[src/rtl/rast_tri_issuer_pkg.sv]
// Shared rast triangle-interface parameters and payload types.
package rast_tri_issuer_pkg;

  localparam int unsigned SIGFIG      = 24;
  localparam int unsigned VERTS       = 3;
  localparam int unsigned AXIS        = 3;
  localparam int unsigned COLORS      = 3;
  localparam int unsigned ISSUE_DEPTH = 4;

  localparam int unsigned TRI_W   = SIGFIG * VERTS * AXIS;
  localparam int unsigned COLOR_W = SIGFIG * COLORS;

  typedef logic [VERTS-1:0][AXIS-1:0][SIGFIG-1:0] tri_t;
  typedef logic [COLORS-1:0][SIGFIG-1:0]          color_t;

  // One buffered triangle: vertex coordinates (signed words) and color.
  typedef struct packed {
    tri_t   vtx;
    color_t color;
  } tri_pkt_t;

  typedef enum logic {
    S_EMPTY  = 1'b0,
    S_LOADED = 1'b1
  } out_state_e;

endpackage

[src/rtl/rast_tri_fifo.sv]
// Small synchronous FIFO of triangle packets sitting behind the issuer output stage.
module rast_tri_fifo
  import rast_tri_issuer_pkg::*;
#(
  parameter int unsigned ENTRIES = ISSUE_DEPTH - 1,
  localparam int unsigned AW     = (ENTRIES > 1) ? $clog2(ENTRIES) : 1,
  localparam int unsigned CW     = $clog2(ENTRIES + 1)
) (
  input  logic          clk,
  input  logic          rst,
  input  logic          push,
  input  tri_pkt_t      wdata,
  input  logic          pop,
  output tri_pkt_t      rdata,
  output logic [CW-1:0] count,
  output logic          full,
  output logic          empty
);

  tri_pkt_t        mem [ENTRIES];
  logic [AW-1:0]   wr_ptr;
  logic [AW-1:0]   rd_ptr;

  assign rdata = mem[rd_ptr];
  assign full  = (count == CW'(ENTRIES));
  assign empty = (count == '0);

  // Payload storage; no reset needed, validity is tracked by count.
  always_ff @(posedge clk) begin
    if (push) mem[wr_ptr] <= wdata;
  end

  // Pointers wrap modulo ENTRIES; occupancy count gives full/empty.
  always_ff @(posedge clk or negedge rst) begin
    if (!rst) begin
      wr_ptr <= '0;
      rd_ptr <= '0;
      count  <= '0;
    end else begin
      if (push) wr_ptr <= (wr_ptr == AW'(ENTRIES - 1)) ? '0 : wr_ptr + AW'(1);
      if (pop)  rd_ptr <= (rd_ptr == AW'(ENTRIES - 1)) ? '0 : rd_ptr + AW'(1);
      unique case ({push, pop})
        2'b10:   count <= count + CW'(1);
        2'b01:   count <= count - CW'(1);
        default: ;
      endcase
    end
  end

endmodule

[src/rtl/rast_tri_issuer.sv]
// Buffers producer triangles and presents them to rast under halt backpressure.
module rast_tri_issuer
  import rast_tri_issuer_pkg::*;
#(
  parameter int unsigned DEPTH = ISSUE_DEPTH,
  parameter int unsigned CNTW  = 16
) (
  input  logic               clk,
  input  logic               rst,
  input  logic [TRI_W-1:0]   in_tri,
  input  logic [COLOR_W-1:0] in_color,
  input  logic               in_valid,
  output logic               in_ready,
  input  logic               halt_RnnnnL,
  output tri_t               tri_R10S,
  output color_t             color_R10U,
  output logic               validTri_R10H,
  output logic [CNTW-1:0]    issued_cnt,
  output logic               idle
);

  localparam int unsigned FIFO_ENTRIES = DEPTH - 1;
  localparam int unsigned FCW          = $clog2(FIFO_ENTRIES + 1);
  localparam int unsigned OCCW         = $clog2(DEPTH + 1);

  out_state_e      state_q, state_d;
  tri_pkt_t        out_q;
  tri_pkt_t        in_pkt;
  tri_pkt_t        fifo_head;
  logic [FCW-1:0]  fifo_count;
  logic            fifo_full, fifo_empty;
  logic            push, xfer, slot_free, load, fifo_push, fifo_pop;
  logic [OCCW-1:0] occ, occ_next;

  assign in_pkt = {in_tri, in_color};

  // Handshakes and output-stage refill; an empty FIFO lets a push bypass into the output stage.
  assign push      = in_valid & in_ready;
  assign xfer      = validTri_R10H & halt_RnnnnL;
  assign slot_free = (state_q == S_EMPTY) | xfer;
  assign load      = slot_free & (~fifo_empty | push);
  assign fifo_pop  = slot_free & ~fifo_empty;
  assign fifo_push = push & ~(slot_free & fifo_empty) & ~fifo_full;

  // Total occupancy counts the output stage as one slot.
  assign occ      = OCCW'(fifo_count) + OCCW'(validTri_R10H);
  assign occ_next = occ + OCCW'(push) - OCCW'(xfer);
  assign idle     = (occ == '0);

  assign validTri_R10H = (state_q == S_LOADED);
  assign tri_R10S      = out_q.vtx;
  assign color_R10U    = out_q.color;

  rast_tri_fifo #(.ENTRIES(FIFO_ENTRIES)) u_fifo (
    .clk   (clk),
    .rst   (rst),
    .push  (fifo_push),
    .wdata (in_pkt),
    .pop   (fifo_pop),
    .rdata (fifo_head),
    .count (fifo_count),
    .full  (fifo_full),
    .empty (fifo_empty)
  );

  // Output-stage state register.
  always_ff @(posedge clk or negedge rst) begin
    if (!rst) state_q <= S_EMPTY;
    else      state_q <= state_d;
  end

  // Output-stage next state: hold while halted, refill or drain on transfer.
  always_comb begin
    state_d = state_q;
    unique case (state_q)
      S_EMPTY:  if (load) state_d = S_LOADED;
      S_LOADED: if (xfer) state_d = load ? S_LOADED : S_EMPTY;
      default:  state_d = S_EMPTY;
    endcase
  end

  // Output payload, registered ready and issued-triangle counter.
  always_ff @(posedge clk or negedge rst) begin
    if (!rst) begin
      out_q      <= '0;
      in_ready   <= 1'b0;
      issued_cnt <= '0;
    end else begin
      if (load) out_q <= fifo_empty ? in_pkt : fifo_head;
      in_ready <= (occ_next != OCCW'(DEPTH));
      if (xfer) issued_cnt <= issued_cnt + CNTW'(1);
    end
  end

endmodule

[config.mk]
export PLATFORM = sky130hd
export DESIGN_NAME = rast_tri_issuer
export DESIGN_NICKNAME = d
export VERILOG_FILES = /design/src/rtl/rast_tri_issuer_pkg.sv /design/src/rtl/rast_tri_fifo.sv /design/src/rtl/rast_tri_issuer.sv
export SDC_FILE = /design/constraint.sdc
export NUM_CORES = 1
export LEC_CHECK = 0
export ABC_AREA = 1
export BUFFER_PORTS_ARGS = -buffer_cell sky130_fd_sc_hd__buf_2
export CAP_MARGIN = 20
export CORE_AREA = 2 2 393 395
export CTS_CLUSTER_DIAMETER = 80
export CTS_CLUSTER_SIZE = 25
export DETAILED_ROUTE_END_ITERATION = 8
export DIE_AREA = 0 0 395 397
export HOLD_SLACK_MARGIN = 0.12
export MAX_ROUTING_LAYER = met4
export SLEW_MARGIN = 5
export SYNTH_ARGS = -nofsm -noshare
export SYNTH_HDL_FRONTEND = slang
export SYNTH_HIERARCHICAL = 1
export SYNTH_SLANG_ARGS = --single-unit
export TNS_END_PERCENT = 100
[constraint.sdc]
create_clock -name clk -period 39.4 [get_ports clk]
set_input_delay 7.88 -clock clk [delete_from_list [all_inputs] [get_ports clk]]
set_output_delay 7.88 -clock clk [all_outputs]
set_load 0.02 [all_outputs]
==> results.cfg, run 1 <==
[synth]
async_flop_share_pct = 26.5
synthesis.nets = 3823
synthTopCellsByArea = edfxtp_1, dfrtp_1, nand2_1, mux2i_1, nand3_1
synth_top_area_cell = edfxtp_1
synth.cells.most_frequent = nand2_1, edfxtp_1, dfrtp_1
syn-mean-instance-area_um2 = 12.9
synthCells = 3523
seq_area_frac_synth_pct = 74.2
yosys.area.top_type_share_pct = 57.0
number_of_enable_flip_flop_cells_after_synthesis = 864
ys_ff_latch = 1176
yosys.cell_count.top_type = nand2_1
post_synth_instance_area_um2 = 45500
yosys_warnings = 6
yosysUniqueCellTypes = 24
ys.flop_type = edfxtp_1

[timing]
hold-worst-slack_ns = 0.514
fin_skew_ns = 0.0307
timing.slew.headroom_pct = 26.7
setup-tns-final_ns = 0
report.final.slew_viol_count = 0
tightestPinTransition_ns = 1.10
timing.final.crit_period_ns = 11.06
setup_repair_after_global_routing_missed_its_margin = no
timing.final.setup_violations = 0
maxClockFrequency_ghz = 0.0904
hold_viol = 0
final_min_period_over_clock_period_pct = 28.1

[clock_network]
clock_root_buffer = clkbuf_16
clock_tree.htree_level_count = 3
cts_setup_buffers = 0
numCtsBuffers = 69
postCtsResizedCells = 0
clockBufferDepth = 3
clk_lat_worst_skew_ns = 0.69
cts_sinks = 1176
tritoncts_clock_tree = done
holdBufCountCts = 0
clk_pin_slew_worst_paths_ns = 0.09

[finish]
area_overhead_of_the_layout_relative_to_synthesis_pct = 16.7
layout.core_utilization_pct = 34.7
final_nets = 4338
final_layout_size_suffix_gt1_share_pct = 18.5
layout.cell_area.non_filler_um2 = 53100

[setup_path]
length_in_cells_of_the_worst_reg_to_reg_path = 10
critical_path.startpoint = halt_RnnnnL
arrival_ns = 11.37
critical_path.max_fanout = 135
cp-endpoint = u_fifo/mem[2][57]$_DFFE_PP_
cp.required_ns = 39.71
kind_of_start_point_of_the_critical_path = input pin
crit_reg_reg_endpoint = u_fifo/mem[2][57]$_DFFE_PP_
cp-end-kind = register
worst-setup-path-type = input pin to register
rrSetupSlack_ns = 35.20
r2r_start = validTri_R10H$_DFF_PN0_

[die]
fp.dieW_um = 395
dieArea_um2 = 157000
design.core.area_um2 = 153000
floorplan.die.height_um = 397
placementRows = 144
initial_util_pct = 29.7
io-pin-count = 599

[routing]
avgViaCountPerCell = 4.53
routedWlPerCell_um = 17.8
drt_iter0_drc = 1662
post_drt_antenna_nets = 0
drtPass1Iterations = 5
postRouteWirelength_um = 110000
detailroute.via_count = 27942
drt_drc_violations_left = 0

[power_and_ir_drop]
total_power_w = 0.00416
leakagePower_nw = 20.2
power.density_cell_area_nw_per_um2 = 78.4
worst_ir_drop_vdd_mv = 0.0522

[placement]
finalWeightedCongestion = 0.762
io_buffer_count = 598
dp_area_um2 = 50500
dp_hpwl_um = 68700

[global_route]
grt_usage_pct = 14.0
grt_pass1_vias = 26886
number_of_antenna_violations_at_the_first_check_in_global_routing = 31
largest_net_degree_at_the_start_of_global_routing = 143
wire_length_of_the_first_global_routing_pass_um = 166000
overflow = 0

[outcome]
run_status = finished clean

[min_path]
hold_path.class = register to register

[flow_run]
max_cap_violations = 0
power breakdown:
group	leakage (nW)	internal (W)	switching, W
Combinational	7.53	0.000486	0.00103
Clock	1.20	0.000393	0.000443
Sequential	11.4	0.00167	0.000136
state kept, by name, summed over array words and instances, names as in the netlist:
signal / cells
validTri_R10H: 1
u_fifo/rd_ptr: 2
issued_cnt: 16
in_ready: 1
color_R10U: 72
u_fifo/count: 2
u_fifo/wr_ptr: 2
u_fifo/mem: 864
tri_R10S: 216
metal layers:
metal	GRT usage, %	part of all wire [%]
met1	18.3	44
met2	21.9	48
met4	4.11	2.1
met3	3.00	6.0
met5	-	0
worst min-delay path by stage:
stage | startpoint | end | cells past startpoint
after floorplan | u_fifo/count[1]$_DFFE_PN0P_ | u_fifo/count[1]$_DFFE_PN0P_ | 2
after global placement | issued_cnt[14]$_DFFE_PN0P_ | issued_cnt[14]$_DFFE_PN0P_ | 2
after detailed placement | issued_cnt[14]$_DFFE_PN0P_ | issued_cnt[14]$_DFFE_PN0P_ | 2
final | issued_cnt[14]$_DFFE_PN0P_ | issued_cnt[14]$_DFFE_PN0P_ | 2
after CTS | issued_cnt[14]$_DFFE_PN0P_ | issued_cnt[14]$_DFFE_PN0P_ | 2
after global routing | color_R10U[65]$_DFFE_PN0P_ | color_R10U[65]$_DFFE_PN0P_ | 2
cell usage in the layout, fill, tap and decap left out, types with 4 or more instances in the layout:
master,count
nand2_1,901
edfxtp_1,864
buf_2,597
dfrtp_1,311
nor2_1,305
nand3_1,298
a21oi_1,289
mux2i_1,288
clkbuf_16,72
inv_1,31
buf_4,31
diode_2,30
clkbuf_1,13
inv_6,12
clkinv_8,9
xnor2_1,8
ha_1,7
inv_8,6
buf_12,6
nand4_1,5
o21ai_0,5
nor3_1,4
bufinv_16,4
critical path, cell delays in order:
cell and delay [ns]:
buf_2 0.11, nor2_1 0.26, inv_1 0.10, a211o_1 0.27, inv_1 0.12, inv_1 0.08
nor3_2 0.19, buf_12 0.64, buf_4 0.81, buf_4 0.68
through the flow:
| step | setup WS [ns] | std cells |
|---|---|---|
| floorplan | 10.15 | 3523 |
| global placement | 27.69 | 6011 |
| detailed placement | 27.66 | 6011 |
| CTS | 28.45 | 6139 |
| global route | 28.12 | 6168 |
| finish | 28.34 | 6169 |
cells by family after synthesis:
logic type,synth area share (%)
simple gates,13.4
mux,6.34
compound gates,3.29
flops,74.2
fa+ha+maj,0.236
buf+inv,2.32
xor+xnor,0.212
layout make-up:
class / count / area [um^2]
Antenna cell: 30 / 75.1
Clock buffer: 89 / 1900
Clock inverter: 39 / 588
Fill cell: 14908 / 99900
Inverter: 34 / 143
Multi-Input combinational cell: 2122 / 10700
Sequential cell: 1176 / 33800
Tap cell: 2044 / 2560
Timing Repair Buffer: 635 / 3360
Power figures use the tool's default switching activity.
==> inputs of run 2 (changes only) <==
Clock period 39.4 ns to 9.6 ns, I/O delays scaled along.
==> run 2 against run 1 <==
Effect of this change:
- clock-buffer cell count is 1 lower
- first-iteration DRC count is 10% higher
- highest routed layer unchanged
- hold slack better by 0.0095 ns
- critical endpoint is now idle
==> results.cfg, run 2 (synthesized netlist as in run 1, its figures left out) <==
[power_and_ir_drop]
leakagePower_nw = 20.1
intPower_w = 0.0104
power.share.combinational_pct = 36.5
seq_power_share_pct = 43.7
power.clock.fraction_pct = 19.9
power.density_cell_area_nw_per_um2 = 321
switching_share_of_power_pct = 38.8
worst_ir_drop_vdd_mv = 0.226
net_switching_w = 0.00661

[setup_path]
crit_top_cell = ha_1
kind_of_start_point_of_the_critical_path = register
cpMaxStageDelayCell = dfrtp_1
timing.critical_path.cells = ha_1, inv_1, ha_1, nor3_1, buf_2
cp.required_ns = 7.68
crit_family = flip-flops
cp-end-kind = primary output
worst-setup-path-type = register to primary output
worstPathBufferInverterCount = 2
largest_incremental_delay_on_the_critical_path_ns = 0.52
critical_path.max_fanout = 6
arrival_ns = 2.17

[clock_network]
tritoncts_clock_tree = done
clk_lat_worst_skew_ns = 0.69
clk_pin_slew_worst_paths_ns = 0.10
postCtsResizedCells = 0
holdBufCountCts = 0
cts_sinks = 1176
cts_setup_buffers = 0
numCtsBuffers = 70
clock_root_buffer = clkbuf_16
clockBufferDepth = 3
clock_tree.htree_level_count = 3

[placement]
dp_hpwl_um = 66500
finalWeightedCongestion = 0.797
preCtsSetupSlack_ns = 4.99
io_buffer_count = 598

[routing]
drt_iter0_drc = 1833
routedWlPerCell_um = 18.1
drt_drc_violations_left = 0
drtPass1Iterations = 5
avgViaCountPerCell = 4.53
detailroute.via_count = 27904
postRouteWirelength_um = 111000
post_drt_antenna_nets = 0

[finish]
largest_register_ff_count = 864
layout.core_utilization_pct = 34.7
final_layout_size_suffix_gt1_share_pct = 18.4
multiInputGateArea_um2 = 10700
largest-register = u_fifo/mem
area_overhead_of_the_layout_relative_to_synthesis_pct = 16.7
final_nets = 4330
seq_area_um2 = 33800
fillers = 14955
most-common-layout-cells = nand2_1, edfxtp_1, buf_2
most_common_library_cell_in_the_layout_ignoring_fill_and_taps = nand2_1

[die]
placementRows = 144
io-pin-count = 599
initial_util_pct = 29.7
floorplan.die.height_um = 397
design.core.area_um2 = 153000
fp.dieW_um = 395
dieArea_um2 = 157000

[timing]
fin_skew_ns = 0.0210
report.final.slew_viol_count = 0
setup_repair_after_global_routing_missed_its_margin = no
tightestPinTransition_ns = 1.17
timing.final.crit_period_ns = 4.09
timing.final.setup_violations = 0
timing.slew.headroom_pct = 22.1
final_min_period_over_clock_period_pct = 42.6
fin_ws_ns = 5.51
hold_viol = 0
maxClockFrequency_ghz = 0.245

[global_route]
wire_length_of_the_first_global_routing_pass_um = 167000
grt_usage_pct = 14.2
number_of_antenna_violations_at_the_first_check_in_global_routing = 39
overflow = 0
largest_net_degree_at_the_start_of_global_routing = 193
grt_pass1_vias = 26348

[outcome]
run_status = finished clean

[min_path]
hold_path.class = register to register

[flow_run]
max_cap_violations = 0
[run 2: worst paths after layout]
path / start / to / slack (ns) / depth (start not counted)
max in group asynchronous: rst / color_R10U[47]$_DFFE_PN0P_ / 6.96 / 2
max: u_fifo/count[0]$_DFFE_PN0P_ / idle / 5.51 / 5
min: issued_cnt[14]$_DFFE_PN0P_ / issued_cnt[14]$_DFFE_PN0P_ / 0.52 / 2
min reg2reg: issued_cnt[14]$_DFFE_PN0P_ / issued_cnt[14]$_DFFE_PN0P_ / 0.52 / 2
min in group asynchronous: rst / tri_R10S[141]$_DFFE_PN0P_ / 1.27 / 1
max reg2reg: u_fifo/rd_ptr[1]$_DFFE_PN0P_ / tri_R10S[203]$_DFFE_PN0P_ / 5.72 / 7
[run 2: metrics by stage]
stage / area [um^2] / std cells / hold slack (ns) / power [W] / setup TNS, ns
floorplan: 45500 / 3523 / 0.525 / 0.0118 / -42.79
global placement: 50600 / 6002 / 0.485 / 0.0138 / 0
detailed placement: 50600 / 6002 / 0.496 / 0.0139 / 0
CTS: 53000 / 6131 / 0.519 / 0.0173 / 0
global route: 53100 / 6163 / 0.551 / 0.0181 / 0
finish: 53100 / 6164 / 0.523 / 0.0170 / 0
[run 2: final cells by class]
class	instances	area share, %
sequential	1176	63.6
multi-input combinational	2122	20.2
timing repair buffer	626	6.43
tap	2044	4.82
clock buffer	88	3.57
clock inverter	41	0.971
inverter	34	0.269
antenna	33	0.156
[run 2: routing by layer]
layer  GRT usage, %  up-vias  part of all wire, %
li1               -    13326                    -
met1           18.6    13791                   44
met2           21.9      669                   47
met5              -        -                    0
met4           4.21        0                  2.2
met3           3.47      118                  6.4
[run 2: power groups by stage]
stage	Sequential, W	Clock, W	Combinational, W
2_1_floorplan	0.00838	0	0.00345
6_report	0.00744	0.00339	0.00622
5_1_grt	0.00758	0.00367	0.00682
4_1_cts	0.00745	0.00351	0.00633
3_5_place_dp	0.00755	0	0.00632
3_3_place_gp	0.00753	0	0.00624
[run 2: worst reg2reg max path, cell delays in order, from the launching register on]
cell,delay [ns]
dfrtp_4,0.79
nor2_4,0.84
buf_4,0.74
buf_4,0.92
nand2_1,0.15
nand3_1,0.12
mux2i_1,0.07
a21oi_1,0.19
